**src/rtl/dice_roll.sv**
```systemverilog
// dice_roll: roll-a-die stage that feeds the choose/score stage of the dice game.
//
// The controller arms the block with a one-cycle pulse at the start of a turn.
// A fresh press of the roll button (rising edge seen while armed) starts a spin.
// The spin lasts SPIN_CYCLES cycles. It then latches the first valid value 1..6
// taken from a free-running 8-bit maximal-length LFSR and announces it with a
// one-cycle pulse.
//
// Optional feature (macro DICE_ROLL_FORCE_EN): adds force_en/force_num. When
// force_num is 1..6 and force_en is high on the latch cycle, force_num is
// latched instead of the LFSR candidate.
//
// Ports:
//   clk       in   system clock, everything on posedge
//   rst_n     in   synchronous active-low reset
//   pulse_i   in   one-cycle start-of-turn pulse from the controller
//   roll      in   roll button level (already synchronised)
//   force_en  in   (DICE_ROLL_FORCE_EN only) force the latched value
//   force_num in   (DICE_ROLL_FORCE_EN only) value to force, 1..6
//   num       out  latched die value 1..6, 0 until the first roll
//   pulse_o   out  one-cycle pulse: num is valid and final
//   disp      out  animated value for the display, equals num outside SPIN
//   busy      out  high in ARMED, SPIN and DONE
//   state_o   out  FSM state (0 IDLE, 1 ARMED, 2 SPIN, 3 DONE), for observation
//   lfsr_o    out  current LFSR contents, for observation
//
// Handshake: pulse_o is a valid-only strobe with no ready. num stays valid
// from the pulse_o cycle until the next latch. The controller must not send
// another pulse_i before it has seen pulse_o.
module dice_roll #(
  parameter int unsigned SPIN_CYCLES = 16,
  parameter logic [7:0]  LFSR_SEED   = 8'hA5
) (
  input  logic       clk,
  input  logic       rst_n,
  input  logic       pulse_i,
  input  logic       roll,
`ifdef DICE_ROLL_FORCE_EN
  input  logic       force_en,
  input  logic [2:0] force_num,
`endif
  output logic [2:0] num,
  output logic       pulse_o,
  output logic [2:0] disp,
  output logic       busy,
  output logic [1:0] state_o,
  output logic [7:0] lfsr_o
);

  typedef enum logic [1:0] {
    IDLE  = 2'd0,
    ARMED = 2'd1,
    SPIN  = 2'd2,
    DONE  = 2'd3
  } state_e;

  // An all-zero seed would lock the LFSR up, so it is replaced by 1.
  localparam logic [7:0]  SEED     = (LFSR_SEED == 8'h00) ? 8'h01 : LFSR_SEED;
  localparam logic [15:0] CNT_LOAD = 16'(SPIN_CYCLES - 1);

  state_e      state_q;
  logic [15:0] cnt_q;
  logic [7:0]  lfsr_q;
  logic [7:0]  lfsr_d;
  logic        roll_q;
  logic [2:0]  num_q;
  logic [2:0]  disp_q;

  logic [2:0]  cand;
  logic        cand_ok;
  logic        rise;
  logic        latch_ok;
  logic [2:0]  latch_val;

  always_comb begin
    // Fibonacci LFSR, x^8+x^6+x^5+x^4+1.
    lfsr_d    = {lfsr_q[6:0], lfsr_q[7] ^ lfsr_q[5] ^ lfsr_q[4] ^ lfsr_q[3]};
    cand      = lfsr_q[2:0];
    // 0 and 7 are rejected outright; remapping them would skew the faces.
    cand_ok   = (cand != 3'd0) && (cand != 3'd7);
    rise      = roll & ~roll_q;
    latch_val = cand;
    latch_ok  = cand_ok;
`ifdef DICE_ROLL_FORCE_EN
    if (force_en && (force_num != 3'd0) && (force_num != 3'd7)) begin
      latch_val = force_num;
      latch_ok  = 1'b1;
    end
`endif
  end

  always_ff @(posedge clk) begin
    if (!rst_n) begin
      state_q <= IDLE;
      cnt_q   <= 16'd0;
      lfsr_q  <= SEED;
      roll_q  <= 1'b0;
      num_q   <= 3'd0;
      disp_q  <= 3'd0;
    end else begin
      lfsr_q <= lfsr_d;
      // roll_q tracks the button in every state. A press still held on
      // entry to ARMED therefore shows no edge and has to be re-pressed.
      roll_q <= roll;
      case (state_q)
        IDLE: begin
          if (pulse_i) state_q <= ARMED;
        end
        ARMED: begin
          if (rise) begin
            state_q <= SPIN;
            cnt_q   <= CNT_LOAD;
          end
        end
        SPIN: begin
          if (cand_ok) disp_q <= cand;
          if (cnt_q != 16'd0) begin
            cnt_q <= cnt_q - 16'd1;
          end else if (latch_ok) begin
            num_q   <= latch_val;
            disp_q  <= latch_val;
            state_q <= DONE;
          end
          // Otherwise cnt stays 0 and the next candidate is tried.
        end
        DONE: begin
          state_q <= IDLE;
        end
        default: begin
          state_q <= IDLE;
        end
      endcase
    end
  end

  assign num     = num_q;
  assign disp    = disp_q;
  assign pulse_o = (state_q == DONE);
  assign busy    = (state_q != IDLE);
  assign state_o = state_q;
  assign lfsr_o  = lfsr_q;

endmodule
```
**config.mk**
```make
export PLATFORM = sky130hd
export DESIGN_NAME = dice_roll
export DESIGN_NICKNAME = d
export VERILOG_FILES = /design/src/rtl/dice_roll.sv
export SDC_FILE = /design/constraint.sdc
export NUM_CORES = 1
export LEC_CHECK = 0
export BUFFER_PORTS_ARGS = -buffer_cell sky130_fd_sc_hd__buf_2
export CAP_MARGIN = 20
export CORE_ASPECT_RATIO = 1.4
export CORE_MARGIN = 2
export CORE_UTILIZATION = 60
export CTS_CLUSTER_SIZE = 20
export DETAILED_ROUTE_END_ITERATION = 10
export GPL_TIMING_DRIVEN = 0
export PLACE_DENSITY = 0.85
export SLEW_MARGIN = 0
export SYNTH_ARGS = -nofsm -noshare
export SYNTH_HDL_FRONTEND = slang
export SYNTH_SLANG_ARGS = --single-unit
```
**constraint.sdc**
```tcl
create_clock -name clk -period 4.2 [get_ports clk]
set_clock_uncertainty 0.05 [all_clocks]
set_input_delay 0.42 -clock clk [delete_from_list [all_inputs] [get_ports clk]]
set_output_delay 0.42 -clock clk [all_outputs]
set_load 0.02 [all_outputs]
```
==> results.json <==
{
  "r2r_end": "cnt_q[5]",
  "busiest_layer": "met2",
  "relSlewSlack_pct": 61.0,
  "n_fill_cell": 239,
  "r2r_cells": 8,
  "dr.pass1.iters": 5,
  "p_int_uw": 854,
  "die-area_um2": 3380,
  "place_ws_ns": 1.82,
  "cts-resized-gates": 0,
  "power_density_nw_per_um2": 762,
  "synth_seq_cells": 33,
  "post_cts_buffers": 0,
  "yosysTopAreaCell": "dfxtp_1",
  "min_path_type": "in2reg",
  "num_rows": 23,
  "layout-drive-gt1-share_pct": 20.7,
  "grt_use_met3_pct": 6.11,
  "grt_pass1_vias": 1437,
  "seq_power_share_pct": 33.7,
  "cts_buffers": 5,
  "antenna_found_initial": 0,
  "cts.hold.buffers_added": 0,
  "gr-usage-met2_pct": 43.8,
  "ys.flop_type": "dfxtp_1",
  "p_leak_nw": 0.861,
  "track_usage_pct": 24.3,
  "worst_pin_slew_ns": 0.571,
  "max-vdd-ir-drop_mv": 0.448,
  "final_common_cell": "dfxtp_1",
  "synth_cell_types": 50,
  "drtIter0Drc": 38,
  "max-cap-violations": 0,
  "synth_area_um2": 1750,
  "place_hpwl_mm": 2.64,
  "fin_nets": 236,
  "syn_to_final_growth_pct": 13.1,
  "synth_edf_count": 0,
  "dieWidth_um": 49.7,
  "setup_viol": 0,
  "worstReg2RegStart": "state_o[0]",
  "post-route-period-util_pct": 57.8,
  "place_congestion": 0.813,
  "arrival_ns": 2.59,
  "grt_first_pass_wirelength_mm": 6.22,
  "crit_start": "state_o[0]",
  "portBuffers": 20,
  "sw_frac_of_total_pct": 43.5,
  "antenna_cells": 0,
  "syn-num-nets": 209,
  "stdcell_count": 264,
  "layout_common_cells": "dfxtp_1 (33), buf_2 (22), nand2_1 (18)",
  "antenna_left": 0,
  "wl_mm": 3.67,
  "rsz0062_at_grt": "no",
  "finish.instance_area_um2": 1980,
  "wl_per_cell_um": 13.9,
  "place_area_um2": 1900,
  "initial_core_util_pct": 62.2,
  "die_y_um": 68.0,
  "critPathKind": "reg2reg",
  "synth.area.top_cells": "dfxtp_1 (38%), mux2i_1 (4.6%), ha_1 (4.3%)",
  "status": "complete, no violations",
  "synthArstFlopShare_pct": 0,
  "drv_slew": 0,
  "r2r_slack_ns": 1.77,
  "hold_violations": 0,
  "core_area_um2": 2820,
  "clockBufferDepth": 2,
  "clk_pin_slew_worst_paths_ns": 0.06,
  "combPwrFrac_pct": 51.3,
  "remaining_drc_errors": 0,
  "setup.worst_path.start_class": "flop",
  "cts_tree": "done",
  "critPathCapture": "cnt_q[5]",
  "pwr-share-clk_pct": 15.1,
  "yosysWarnings": 0,
  "synth_top_area_share_pct": 37.7,
  "crit_fanout": 9,
  "setup_ws_ns": 1.77,
  "cts_max_level": 2,
  "vias_per_cell": 5.83,
  "dpl.cell_count": 256,
  "setup_tns_ns": 0,
  "clock.fmax_mhz": 412,
  "insertion_delay_ns": 0.29,
  "cp_data_required_time_ns": 4.36,
  "seq_area_frac_synth_pct": 37.7,
  "vias": 1539,
  "syn_area_per_cell_um2": 8.81,
  "gr-total-overflow": 0,
  "power_switching_uw": 657,
  "cts.sinks": 33,
  "use_met1_pct": 25.4,
  "cts-root-buf": "clkbuf_8",
  "ios": 22,
  "grt_max_degree": 11,
  "endpoint_kind": "flop",
  "min_period_ns": 2.43,
  "syn_inst": 199,
  "hold_depth": 2
}
power by group through the flow:
| stage | clock, mW | combinational, mW | sequential [mW] |
|---|---|---|---|
| 2_1_floorplan | 0 | 0.601 | 0.510 |
| 3_3_place_gp | 0 | 0.746 | 0.509 |
| 3_5_place_dp | 0 | 0.763 | 0.513 |
| 4_1_cts | 0.234 | 0.772 | 0.507 |
| 5_1_grt | 0.245 | 0.857 | 0.525 |
| 6_report | 0.228 | 0.775 | 0.509 |
through the flow:
stage	util, %	hold slack, ns	power, mW
global placement	67.3	0.382	1.25
floorplan	-	0.362	1.11
detailed placement	67.3	0.382	1.28
global route	70.3	0.355	1.63
finish	70.3	0.349	1.51
CTS	70.3	0.334	1.51
metal layers:
layer | routed length (um) | vias to the layer above
met2 | 1910 | 48
met1 | 1460 | 712
met5 | 0 | -
met4 | 127 | 0
met3 | 178 | 12
li1 | - | 767
registers in the layout, summed over array words and instances (netlist names), named ones only:
| register | flops |
|---|---|
| num | 3 |
| roll_q | 1 |
| cnt_q | 16 |
| state_o | 2 |
| lfsr_o | 8 |
how the worst min path moves through the flow:
| stage | startpoint | end |
|---|---|---|
| 6_report | roll | roll_q |
| 5_1_grt | roll | roll_q |
| 4_1_cts | roll | roll_q |
| 3_5_place_dp | lfsr_o[6] | lfsr_o[7] |
| 3_3_place_gp | lfsr_o[6] | lfsr_o[7] |
| 2_1_floorplan | lfsr_o[6] | lfsr_o[7] |
final cells by class:
cell class              count  area, um^2  area share [%]
plain buffers              16        90.1            4.55
clock buffers               6        72.6            3.66
clock inverters             2        10.0           0.505
inverters                  12        45.0            2.27
multi-input cells         138         957            48.3
flip-flops and latches     33         661            33.3
well taps                  37        46.3            2.34
repair buffers             20         100            5.05
worst max-delay path, stage by stage, from the launching register on:
cell,delay (ns)
dfxtp_1,0.42
inv_1,0.11
ha_1,0.20
clkbuf_2,0.18
nor3b_1,0.20
and4_1,0.20
buf_2,0.16
a2111oi_0,0.58
mux2i_1,0.26
synth_stat cells (all sizes together) (3+ instances only):
cell / instances
o21ai: 7
nand2: 18
buf: 9
a21oi: 12
or4: 7
o31ai: 5
or4b: 3
or3: 9
a211oi: 3
nor4: 6
dfxtp: 33
ha: 6
and2: 5
nand2b: 7
inv: 12
nand3: 5
mux2i: 8
clkbuf: 7
nor2: 7
nor3: 4
cell families (layout without fill, tap and decap cells):
group                    after synthesis  in the layout  share of synthesized area [%]
adder cells (fa/ha/maj)                6              6                           4.28
buffers and inverters                 28             56                           7.71
flip-flops                            33             33                           37.7
AND/OR/NAND/NOR                       83             83                           29.8
XOR/XNOR                               3              3                           1.50
multiplexers                           8              8                           4.57
AO/OA/AOI/OAI                         38             38                           14.5
Power figures use the tool's default switching activity.
